--- src/rtl/div_ctrl.sv ---
// div_ctrl: sequencing and operand conditioning for the integer divide path.
// Accepts DIV/DIVU/REM/REMU (and W variants) over a valid/ready handshake.
// Divide-by-zero and signed overflow are resolved here. Other operations are
// sent to an external combinational divider, which is sampled after a fixed
// multicycle window.
//
// Ports:
//   clk, rst_n         clock, asynchronous active-low reset
//   flush              synchronous kill; returns to idle and drops the in-flight op
//   in_valid/in_ready  request handshake
//   in1, in2           dividend, divisor
//   control            00 div, 01 divu, 10 rem, 11 remu
//   word               32-bit W variant
//   div_in1/div_in2    conditioned operands to the divider (held stable)
//   div_control        registered control to the divider
//   div_out            divider result
//   out_valid/out_ready result handshake
//   out                64-bit result
module div_ctrl #(
   parameter int unsigned LATENCY = 4  // legal range 1..15
) (
   input  logic        clk,
   input  logic        rst_n,
   input  logic        flush,
   input  logic        in_valid,
   output logic        in_ready,
   input  logic [63:0] in1,
   input  logic [63:0] in2,
   input  logic [1:0]  control,
   input  logic        word,
   output logic [63:0] div_in1,
   output logic [63:0] div_in2,
   output logic [1:0]  div_control,
   input  logic [63:0] div_out,
   output logic        out_valid,
   input  logic        out_ready,
   output logic [63:0] out
);

   localparam int unsigned CntW = 4;

   typedef enum logic [1:0] {StIdle, StWait, StDone} state_e;

   state_e            state_q, state_d;
   logic [CntW-1:0]   cnt_q, cnt_d;
   logic [63:0]       res_q, res_d;
   logic [63:0]       opa_q, opa_d;
   logic [63:0]       opb_q, opb_d;
   logic [1:0]        ctl_q, ctl_d;
   logic              word_q, word_d;

   logic              is_signed;
   logic [63:0]       cond_a, cond_b;
   logic [63:0]       min_val;
   logic              is_zero, is_ovf, is_special;
   logic [63:0]       special_raw, special_res, cap_res;

   // Operand conditioning: W variants take the low word, sign- or zero-extended.
   always_comb begin
      is_signed = ~control[0];
      if (word) begin
         cond_a  = {{32{is_signed & in1[31]}}, in1[31:0]};
         cond_b  = {{32{is_signed & in2[31]}}, in2[31:0]};
         min_val = {{32{1'b1}}, 32'h8000_0000};
      end else begin
         cond_a  = in1;
         cond_b  = in2;
         min_val = {1'b1, 63'd0};
      end
      is_zero    = (cond_b == 64'd0);
      is_ovf     = is_signed & (cond_b == {64{1'b1}}) & (cond_a == min_val);
      is_special = is_zero | is_ovf;
      // control[1] selects remainder
      if (is_zero) begin
         special_raw = control[1] ? cond_a : {64{1'b1}};
      end else begin
         special_raw = control[1] ? 64'd0 : cond_a;
      end
      special_res = word ? {{32{special_raw[31]}}, special_raw[31:0]} : special_raw;
      cap_res     = word_q ? {{32{div_out[31]}}, div_out[31:0]} : div_out;
   end

   always_comb begin
      state_d = state_q;
      cnt_d   = cnt_q;
      res_d   = res_q;
      opa_d   = opa_q;
      opb_d   = opb_q;
      ctl_d   = ctl_q;
      word_d  = word_q;
      if (flush) begin
         // Kill wins over accept and over result capture/handshake.
         state_d = StIdle;
         cnt_d   = '0;
      end else begin
         unique case (state_q)
            StIdle: begin
               if (in_valid) begin
                  opa_d  = cond_a;
                  opb_d  = cond_b;
                  ctl_d  = control;
                  word_d = word;
                  if (is_special) begin
                     res_d   = special_res;
                     state_d = StDone;
                  end else begin
                     cnt_d   = CntW'(LATENCY);
                     state_d = StWait;
                  end
               end
            end
            StWait: begin
               cnt_d = cnt_q - 4'd1;
               // Last cycle of the multicycle window: divider output is settled.
               if (cnt_q == 4'd1) begin
                  res_d   = cap_res;
                  state_d = StDone;
               end
            end
            StDone: begin
               if (out_ready) state_d = StIdle;
            end
            default: state_d = StIdle;
         endcase
      end
   end

   always_ff @(posedge clk or negedge rst_n) begin
      if (!rst_n) begin
         state_q <= StIdle;
         cnt_q   <= '0;
         res_q   <= '0;
         opa_q   <= '0;
         opb_q   <= '0;
         ctl_q   <= '0;
         word_q  <= 1'b0;
      end else begin
         state_q <= state_d;
         cnt_q   <= cnt_d;
         res_q   <= res_d;
         opa_q   <= opa_d;
         opb_q   <= opb_d;
         ctl_q   <= ctl_d;
         word_q  <= word_d;
      end
   end

   assign in_ready    = (state_q == StIdle);
   assign out_valid   = (state_q == StDone);
   assign out         = res_q;
   assign div_in1     = opa_q;
   assign div_in2     = opb_q;
   assign div_control = ctl_q;

endmodule

--- config.mk ---
export PLATFORM = sky130hd
export DESIGN_NAME = div_ctrl
export DESIGN_NICKNAME = d
export VERILOG_FILES = /design/src/rtl/div_ctrl.sv
export SDC_FILE = /design/constraint.sdc
export NUM_CORES = 1
export LEC_CHECK = 0
export BUFFER_PORTS_ARGS = -buffer_cell sky130_fd_sc_hd__buf_4
export CORE_AREA = 2 2 156 158
export CTS_CLUSTER_DIAMETER = 200
export DETAILED_ROUTE_END_ITERATION = 12
export DIE_AREA = 0 0 158 160
export GPL_TIMING_DRIVEN = 0
export PLACE_DENSITY = 0.83
export SLEW_MARGIN = 10
export SYNTH_ARGS = -nofsm -noshare
export SYNTH_HDL_FRONTEND = slang
export SYNTH_SLANG_ARGS = --single-unit
--- constraint.sdc ---
create_clock -name clk -period 2.8 [get_ports clk]
set_clock_uncertainty 0.15 [all_clocks]
set_input_delay 0 -clock clk [delete_from_list [all_inputs] [get_ports clk]]
set_output_delay 0 -clock clk [all_outputs]
set_load 0.005 [all_outputs]
# == Yosys cells after proc, flatten, opt, wreduce, memory -nomap -nowiden ==
# Cells that the tools add are included.
# op_classes
n_addsub,1
n_eq_ne,12
n_bitwise,7
muxes,22
n_reduce_logical,8
# op_table
cell,count
64-bit two-way mux,10
64-bit case mux with 2 select lines,1
64-bit equality test,1
64-bit equality test (second input constant),1
64-bit zero test,1
63-bit two-way mux,1
4-bit two-way mux,3
2-bit two-way mux,5
3-bit != test (second input constant),3
3-bit AND reduction,3
4-bit case mux with 2 select lines,1
2-bit case mux with 3 select lines,1
5-bit AND reduction,1
1-bit AND,4
4-bit by 1-bit equality test with 1-bit output (second input constant),1
2-bit != test (second input constant),2
4-bit by 1-bit subtractor with 4-bit output (second input constant),1
3-bit by 2-bit != test with 1-bit output (second input constant),1
3-bit nonzero test,1
2-bit by 1-bit equality test with 1-bit output (second input constant),1
2-bit equality test (second input constant),1
2-bit zero test,1
2-bit by 1-bit != test with 1-bit output (second input constant),1
1-bit NOT,2
other kinds (2),2
# totals
regBits,201
inputBits,200
out_inout_bits,196

# == Longest topological paths before layout ==
# Gate-level depths: netlist of run 1.
# logic_depth
ltp_word,11
ltp_mapped,10
ltp_nobuf,7

# == Worst setup path after synthesis of run 1 ==
# Ideal clock, no wire load.
# synth_path
path_type,input to register
startpoint,in in1[8]
endpoint,reg res_q[23] (netlist: out[23])
t_arrival_ns,1.999
t_required_ns,2.525
path_stages,9
setup_slack_ns,0.526
path_cell_list,or4_1 > nor4_1 > nand4_1 > nor4_2 > o21ai_2 > and2_1 > buf_6 > buf_6 > mux2_4
# synth_via
elab_chain_len,6
# synth_rtl
item,line_no,source
from (decl),27,"input logic [63:0] in1,"
64-bit two-way mux,61,if (word) begin
64-bit equality test,71,is_ovf = is_signed & (cond_b == {64{1'b1}}) & (cond_a == min_val);
1-bit AND,71,
1-bit OR,72,is_special = is_zero | is_ovf;
2-bit by 1-bit != test with 1-bit output (no line),-,
5-bit AND reduction (no line),-,
to (signal assigned),140,res_q <= res_d;
to (decl),46,"logic [63:0] res_q, res_d;"
# No other way between the ends.
# A chain may end at the register's enable or synchronous reset.

# == Worst setup path after layout of run 1 ==
# layout_path
startpoint,in in1[1]
endpoint,reg res_q[25] (netlist: out[25])
# Same word-level chain as after synthesis.

==> results by group, run 1 <==
Layout
  • Fin cells: ~2000
  • Growth of design area from synthesis to finish: 63.9%
  • Final layout net count: about 1800
  • Final instance area: approximately 0.016 mm^2
  • Fill cell count: 1603
  • Area used by multi-input combinational logic: ~0.0043 mm^2
  • Layout cell share with drive strength beyond 1: between 30% and 40%
  • Area taken by flip-flops and latches: 0.00503 mm^2

Synth
  • Number of synthesized flops with an enable pin: 0
  • Syn Area/Cell: 10.0 um^2
  • Number of nets produced by synthesis: 1185
  • Leading register cell type out of synthesis: sky130_fd_sc_hd__dfrtp_1
  • Fraction of registers with async set/reset: 100%
  • Number of distinct library cells after synthesis: 50
  • Part of the Yosys area used for sequential elements: between 50% and 60%
  • Combined area of all synthesized cells: slightly below 0.01 mm^2
  • Number of instances in the synthesized netlist: 983
  • Number of flip-flops and latches in the synthesized netlist: roughly 200
  • Yosys warnings: 0

Floorplan
  • Die area: between 0.02 and 0.03 mm^2
  • Die outline height: between 150 and 200 um
  • Die X: between 150 and 200 um
  • Initial Utilization: 41.3%
  • Number of top-level pins: 396
  • Total core area: around 0.024 mm^2
  • Number of placement rows: 57

Placed design
  • Cell count after placement: approximately 1700
  • Placed standard-cell area: roughly 0.013 mm^2
  • Placement-stage worst setup slack: -0.574 ns
  • Placed wire-length estimate after detailed placement: approximately 28 mm
  • Gpl congestion: slightly above 0.9
  • Buffers on Ports: 395

Worst setup path
  • Arrival @ worst endpoint: ~2.9 ns
  • Data required time of the worst path: 3.04 ns
  • Critical setup path kind: in2reg
  • Critical Path Sink Type: flop
  • Highest fanout seen on the critical path: 10
  • Critical Path Source Type: primary input

Clock tree
  • CTS Sinks: between 200 and 250
  • Bufs on Longest Clock Path: 3
  • Depth of the CTS H-tree: 1
  • Clock insertion delay at the later pin of the skew report: slightly above 0.5 ns
  • Clock-pin slew reported for the worst setup and hold paths after clock tree synthesis: about 0.060 ns
  • Clock root buffer: sky130_fd_sc_hd__clkbuf_16
  • CTS tree: built
  • CTS buffer count: 23

STA
  • Minimum clock period: ~2.6 ns
  • Max Clock Freq: around 0.38 GHz
  • Number of hold-slack violations in the final timing report: 0
  • Unrepaired setup endpoints after global routing: no
  • Setup Viol. Count Final: 0
  • Max-slew violation count: 0
  • Crit path setup slack, layout: ~0.17 ns
  • Worst rel slew slack: roughly 45%
  • Final cycle utilization of the critical path: between 90% and 100%
  • Transition at the pin with the smallest max-transition slack: ~0.83 ns

Route
  • Routed wire per std cell: 22.3 um
  • Drt total wl: around 44 mm
  • Total vias in the final route: around 11000
  • First DRT Iteration DRCs: 1192
  • Drc violations: 0
  • DRT antenna net count: 0
  • 1st-pass router iterations: 5
  • Vias per cell: 5.69

Global routing
  • Antenna violations before repair: 6
  • Maximum number of pins on one net before global-route repair: 79
  • Total global routing overflow: 0
  • Global-route wire length before repair: roughly 65 mm
  • Vias in the first global route: about 12000
  • Overall Global Routing Usage: between 30% and 40%

Worst hold path
  • Path class of the lowest-slack min-delay path: in2reg

Power and ir drop
  • Worst vdd ir: 0.469 mV
  • Lkg Pwr: 7.44 nW
  • Total power divided by cell area: between 500 and 600 mW/mm^2
  • Total power of the final layout: ~9 mW

Outcome
  • Status: completed

Job
  • Max_cap viols: 0
==> through the flow <==
stage / hold WS, ns / utilization [%] / TNS (ns)
6_report: 0.0958 / 67.8 / 0
3_3_place_gp: 0.0221 / 55.5 / -37.60
4_1_cts: 0.0732 / 67.4 / 0
3_5_place_dp: -0.193 / 55.8 / -36.14
2_1_floorplan: -0.446 / - / 0
5_1_grt: 0.105 / 67.8 / 0
==> per-layer routing <==
| metal | part of all wire [%] | GRT usage, % | vias to the layer above |
|---|---|---|---|
| met3 | 9.2 | 8.36 | 232 |
| li1 | - | - | 4744 |
| met4 | 6.4 | 18.5 | 2 |
| met2 | 48 | 55.2 | 743 |
| met5 | 0.030 | 0 | - |
| met1 | 37 | 38.3 | 5367 |
==> placed cells by master (no fill, tap or decap), types with 6 or more instances in the layout <==
master and count:
sky130_fd_sc_hd__a21oi_1 162, sky130_fd_sc_hd__a221oi_2 31, sky130_fd_sc_hd__buf_4 394, sky130_fd_sc_hd__buf_6 6, sky130_fd_sc_hd__clkbuf_1 58, sky130_fd_sc_hd__clkbuf_16 23
sky130_fd_sc_hd__clkbuf_2 6, sky130_fd_sc_hd__dfrtp_1 201, sky130_fd_sc_hd__dlygate4sd3_1 200, sky130_fd_sc_hd__inv_1 67, sky130_fd_sc_hd__mux2_1 15, sky130_fd_sc_hd__mux2_2 68
sky130_fd_sc_hd__mux2_4 18, sky130_fd_sc_hd__nand2_1 38, sky130_fd_sc_hd__nand4_1 16, sky130_fd_sc_hd__nor2_1 105, sky130_fd_sc_hd__nor3_1 7, sky130_fd_sc_hd__nor4_1 24
sky130_fd_sc_hd__o21ai_0 69, sky130_fd_sc_hd__o21ai_1 29
==> cell type report <==
| type | count | area share (%) |
|---|---|---|
| antenna | 5 | 0.0775 |
| buffer | 74 | 2.13 |
| clock buffer | 34 | 4.13 |
| clock inverter | 7 | 0.426 |
| inverter | 68 | 1.58 |
| multi-input combinational | 639 | 26.6 |
| sequential | 201 | 31.2 |
| tap | 324 | 2.51 |
| timing repair buffer | 598 | 31.3 |
==> worst max-delay path, cell delays in order <==
cell	delay (ns)
sky130_fd_sc_hd__dlygate4sd3_1	0.55
sky130_fd_sc_hd__buf_4	0.15
sky130_fd_sc_hd__nor4_1	0.51
sky130_fd_sc_hd__nand4_1	0.26
sky130_fd_sc_hd__nor4_4	0.34
sky130_fd_sc_hd__o21ai_4	0.16
sky130_fd_sc_hd__and2_1	0.23
sky130_fd_sc_hd__buf_6	0.17
sky130_fd_sc_hd__buf_6	0.17
sky130_fd_sc_hd__mux2_4	0.31
==> state kept, by name, summed over array words and instances, names as in the netlist <==
register,flops
word_q,1
cnt_q,4
div_in2,64
out,64
state_q,2
div_control,2
div_in1,64
==> what timing repair did <==
| action | CTS | global route |
|---|---|---|
| pin swaps | 0 | 2 |
| gates resized for setup | 4 | 23 |
| gates cloned | 0 | 0 |
| setup endpoints to repair | 49 | 85 |
| hold endpoints to repair | 401 | 0 |
| hold buffers | 201 | 0 |
| buffers inserted | 0 | 0 |
==> where the power goes <==
| group | internal, mW | switching, mW | total [mW] |
|---|---|---|---|
| Clock | 1.74 | 1.24 | 2.98 |
| Combinational | 1.42 | 1.10 | 2.52 |
| Sequential | 3.40 | 0.332 | 3.73 |
==> cells in the mapped netlist (2+ instances only) <==
library cell	instances	area share (%)
sky130_fd_sc_hd__a21oi_1	162	8.2
sky130_fd_sc_hd__a221oi_2	31	4.7
sky130_fd_sc_hd__a31oi_1	3	0.19
sky130_fd_sc_hd__and2_1	2	0.13
sky130_fd_sc_hd__and3b_1	2	0.18
sky130_fd_sc_hd__buf_1	6	0.23
sky130_fd_sc_hd__buf_2	4	0.20
sky130_fd_sc_hd__buf_6	6	0.69
sky130_fd_sc_hd__clkbuf_1	59	2.2
sky130_fd_sc_hd__dfrtp_1	201	51
sky130_fd_sc_hd__ha_1	2	0.25
sky130_fd_sc_hd__inv_1	67	2.6
sky130_fd_sc_hd__mux2_1	15	1.7
sky130_fd_sc_hd__mux2_2	68	7.8
sky130_fd_sc_hd__mux2_4	18	2.7
sky130_fd_sc_hd__nand2_1	38	1.4
sky130_fd_sc_hd__nand2b_1	2	0.13
sky130_fd_sc_hd__nand3_1	5	0.25
sky130_fd_sc_hd__nand4_1	16	1.0
sky130_fd_sc_hd__nand4b_1	4	0.36
sky130_fd_sc_hd__nor2_1	107	4.1
sky130_fd_sc_hd__nor3_1	8	0.41
sky130_fd_sc_hd__nor4_1	27	1.7
sky130_fd_sc_hd__o211ai_1	2	0.15
sky130_fd_sc_hd__o21ai_0	69	3.5
sky130_fd_sc_hd__o21ai_1	30	1.5
sky130_fd_sc_hd__o21bai_1	3	0.23
sky130_fd_sc_hd__or2_1	2	0.13
sky130_fd_sc_hd__or4_1	3	0.23
==> cells by family (layout without fill, tap and decap cells) <==
logic type	after synthesis	in the layout	synth area share [%]
mux	101	101	12.2
other cells	0	5	0
flops	201	201	51.1
simple gates	225	225	10.9
compound gates	311	311	19.6
buf+inv	143	781	5.96
fa+ha+maj	2	2	0.254
==> worst paths after layout <==
check | from | to | slack, ns | depth (start not counted)
min in group asynchronous | rst_n | div_control[0]$_DFFE_PN0P_ | 0.50 | 4
max in group asynchronous | rst_n | div_in1[18]$_DFFE_PN0P_ | 1.61 | 4
hold / removal | out_ready | state_q[1]$_DFFE_PN0P_ | 0.1 | 3
hold reg to reg | out[13]$_DFFE_PN0P_ | out[13]$_DFFE_PN0P_ | 0.34 | 1
setup / recovery | in1[1] | out[25]$_DFFE_PN0P_ | 0.17 | 10
setup reg to reg | state_q[0]$_DFFE_PN0P_ | div_in1[30]$_DFFE_PN0P_ | 0.21 | 6
No activity file was read; power rests on OpenSTA's default activity.
==> run 2: changes to the inputs <==
BUFFER_PORTS_ARGS = not set   (was -buffer_cell sky130_fd_sc_hd__buf_4)
CORE_AREA = not set   (was 2 2 156 158)
CORE_ASPECT_RATIO = 0.5   (was not set)
CORE_UTILIZATION = 45   (was not set)
DIE_AREA = not set   (was 0 0 158 160)
DONT_BUFFER_PORTS = 1   (was not set)
GPL_TIMING_DRIVEN = not set   (was 0)
PLACE_DENSITY = 0.72   (was 0.83)
==> results by group, run 2 (same netlist as run 1, synthesis figures left out) <==
Outcome
  • Status: finished, violations left
  • Violations in the final reports: negative hold slack

Clock tree
  • Clock root buffer: sky130_fd_sc_hd__clkbuf_16
  • Clock insertion delay at the later pin of the skew report: roughly 0.5 ns
  • Depth of the CTS H-tree: 1
  • Hold bufs inserted after CTS: about 220
  • CTS buffer count: 20
  • CTS tree: built
  • Clock-pin slew reported for the worst setup and hold paths after clock tree synthesis: roughly 0.070 ns
  • Bufs on Longest Clock Path: 3
  • CTS Sinks: 201

Power and ir drop
  • Net switching power figure: 2.23 mW
  • Internal cell power: 5.82 mW
  • Net switching fraction of the power: approximately 28%
  • Share of power burned in the clock network: a little over a third
  • Flop pwr share: between 40% and 50%
  • Worst vdd ir: about 0.33 mV
  • Comb pwr share: between 10% and 20%
  • Total power divided by cell area: 614 mW/mm^2
  • Lkg Pwr: about 5.6 nW

Job
  • Max_cap viols: 0

Floorplan
  • Die outline height: 107 um
  • Die X: ~210 um
  • Total core area: between 0.02 and 0.025 mm^2
  • Die area: approximately 0.023 mm^2
  • Number of placement rows: 37
  • Number of top-level pins: around 400
  • Initial Utilization: 46.9%

STA
  • Final cycle utilization of the critical path: 95.8%
  • Minimum clock period: ~2.7 ns
  • Max-slew violation count: 0
  • Transition at the pin with the smallest max-transition slack: roughly 0.7 ns
  • Worst rel slew slack: 52.6%
  • Number of hold-slack violations in the final timing report: approximately 200
  • Accumulated negative setup slack: 0 ns
  • Crit path setup slack, layout: between 0.1 and 0.15 ns
  • Setup Viol. Count Final: 0
  • Max Clock Freq: about 0.37 GHz
  • Unrepaired setup endpoints after global routing: no
  • Final-layout worst hold slack: -0.948 ns

Route
  • Drt total wl: about 35 mm
  • DRT antenna net count: 0
  • Total vias in the final route: ~9000
  • First DRT Iteration DRCs: 1008
  • Drc violations: 0
  • Routed wire per std cell: approximately 24 um
  • 1st-pass router iterations: 7
  • Vias per cell: ~6

Layout
  • Growth of design area from synthesis to finish: 33.2%
  • Layout cell share with drive strength beyond 1: 16.4%
  • Most common cell after layout, fill and taps aside: sky130_fd_sc_hd__dlygate4sd3_1
  • Commonest non-fill, non-tap cells in the layout: sky130_fd_sc_hd__dlygate4sd3_1, sky130_fd_sc_hd__dfrtp_1, sky130_fd_sc_hd__a21oi_1
  • Final layout net count: between 1000 and 1500

Worst setup path
  • Critical Path Source Type: flop
  • Arrival @ worst endpoint: roughly 2.9 ns
  • Highest fanout seen on the critical path: 47
  • Data required time of the worst path: approximately 3.0 ns
  • Critical Path Sink Type: flop
  • Critical setup path kind: reg2reg

Global routing
  • Total global routing overflow: 0
  • Maximum number of pins on one net before global-route repair: 202
  • Overall Global Routing Usage: a little under a third
  • Vias in the first global route: 9284
  • Global-route wire length before repair: 53.2 mm
  • Antenna violations before repair: 1

Placed design
  • Placed wire-length estimate after detailed placement: between 20 and 25 mm
  • Gpl congestion: between 0.9 and 1
  • Placement-stage worst setup slack: -0.0138 ns
  • Buffers on Ports: 0

Worst hold path
  • Path class of the lowest-slack min-delay path: in2async
==> run 2: changes by cell type in the layout (fill, tap and decap cells not counted), moves of 2 or more <==
cell / before / now
sky130_fd_sc_hd__buf_12: 0 / 4
sky130_fd_sc_hd__buf_1: 5 / 0
sky130_fd_sc_hd__buf_6: 6 / 0
sky130_fd_sc_hd__buf_2: 3 / 0
sky130_fd_sc_hd__buf_4: 394 / 26
sky130_fd_sc_hd__diode_2: 5 / 1
sky130_fd_sc_hd__clkbuf_1: 58 / 2
sky130_fd_sc_hd__dlygate4sd3_1: 200 / 220
sky130_fd_sc_hd__clkbuf_2: 6 / 0
sky130_fd_sc_hd__clkbuf_16: 23 / 21
sky130_fd_sc_hd__nor4_1: 24 / 27
sky130_fd_sc_hd__buf_16: 3 / 0
sky130_fd_sc_hd__nor4_4: 2 / 0
==> run 2: critical path: stages (launching register included) <==
cell,delay [ns]
sky130_fd_sc_hd__dfrtp_1,0.58
sky130_fd_sc_hd__nor2_1,0.19
sky130_fd_sc_hd__nand3_4,0.13
sky130_fd_sc_hd__buf_4,0.51
sky130_fd_sc_hd__mux2_2,0.42
sky130_fd_sc_hd__dlygate4sd3_1,0.55
==> run 2: metrics by stage <==
stage | total power [mW] | instances | cell area, um^2 | util [%] | hold WS (ns)
floorplan | 4.50 | 983 | 9850 | - | -0.446
global placement | 4.76 | 1228 | 10200 | 48.5 | -0.441
detailed placement | 4.83 | 1228 | 10200 | 48.5 | -0.441
CTS | 8.05 | 1485 | 13100 | 62.3 | -0.988
global route | 8.38 | 1487 | 13100 | 62.4 | -0.970
finish | 8.05 | 1488 | 13100 | 62.4 | -0.948
==> run 2: routing by layer <==
metal	part of all wire [%]	vias up	global-route usage [%]	wire (um)
met5	0	-	0	0
met3	8.3	157	6.82	2930
met1	39	4372	37.9	13800
li1	-	3884	-	-
met4	4.7	0	15.0	1660
met2	48	601	50.5	16800
==> run 2: final cells by class <==
| class | count | area, um^2 |
|---|---|---|
| antenna | 1 | 2.50 |
| clock buffer | 28 | 602 |
| clock inverter | 8 | 101 |
| fill | 1578 | 7900 |
| inverter | 68 | 255 |
| multi-input combinational | 639 | 4270 |
| sequential | 201 | 5030 |
| tap | 292 | 365 |
| timing repair buffer | 251 | 2490 |
==> run 2: worst paths after layout <==
path	from	end	slack [ns]	depth (start not counted)
max	state_q[0]$_DFFE_PN0P_	div_in2[16]$_DFFE_PN0P_	0.12	5
min	rst_n	div_in2[61]$_DFFE_PN0P_	-0.95	0
max reg2reg	state_q[0]$_DFFE_PN0P_	div_in2[16]$_DFFE_PN0P_	0.12	5
min reg2reg	div_in2[27]$_DFFE_PN0P_	div_in2[27]$_DFFE_PN0P_	0.39	1
max in group asynchronous	rst_n	out[16]$_DFFE_PN0P_	3.07	0
min in group clk	word	word_q$_DFFE_PN0P_	0.03	2
==> run 2: power groups by stage <==
| stage | Clock (mW) | Combinational [mW] | Sequential, mW |
|---|---|---|---|
| after floorplan | 0 | 0.768 | 3.73 |
| after global placement | 0 | 0.873 | 3.88 |
| after detailed placement | 0 | 0.926 | 3.90 |
| after CTS | 2.94 | 1.26 | 3.85 |
| after global routing | 3.05 | 1.42 | 3.90 |
| final | 2.88 | 1.31 | 3.87 |
==> run 2: repair_timing <==
item / in CTS / in global routing
buffers inserted: 0 / 2
gates resized for setup: 0 / 1
hold endpoints to repair: 402 / 201
setup endpoints to repair: 0 / 3
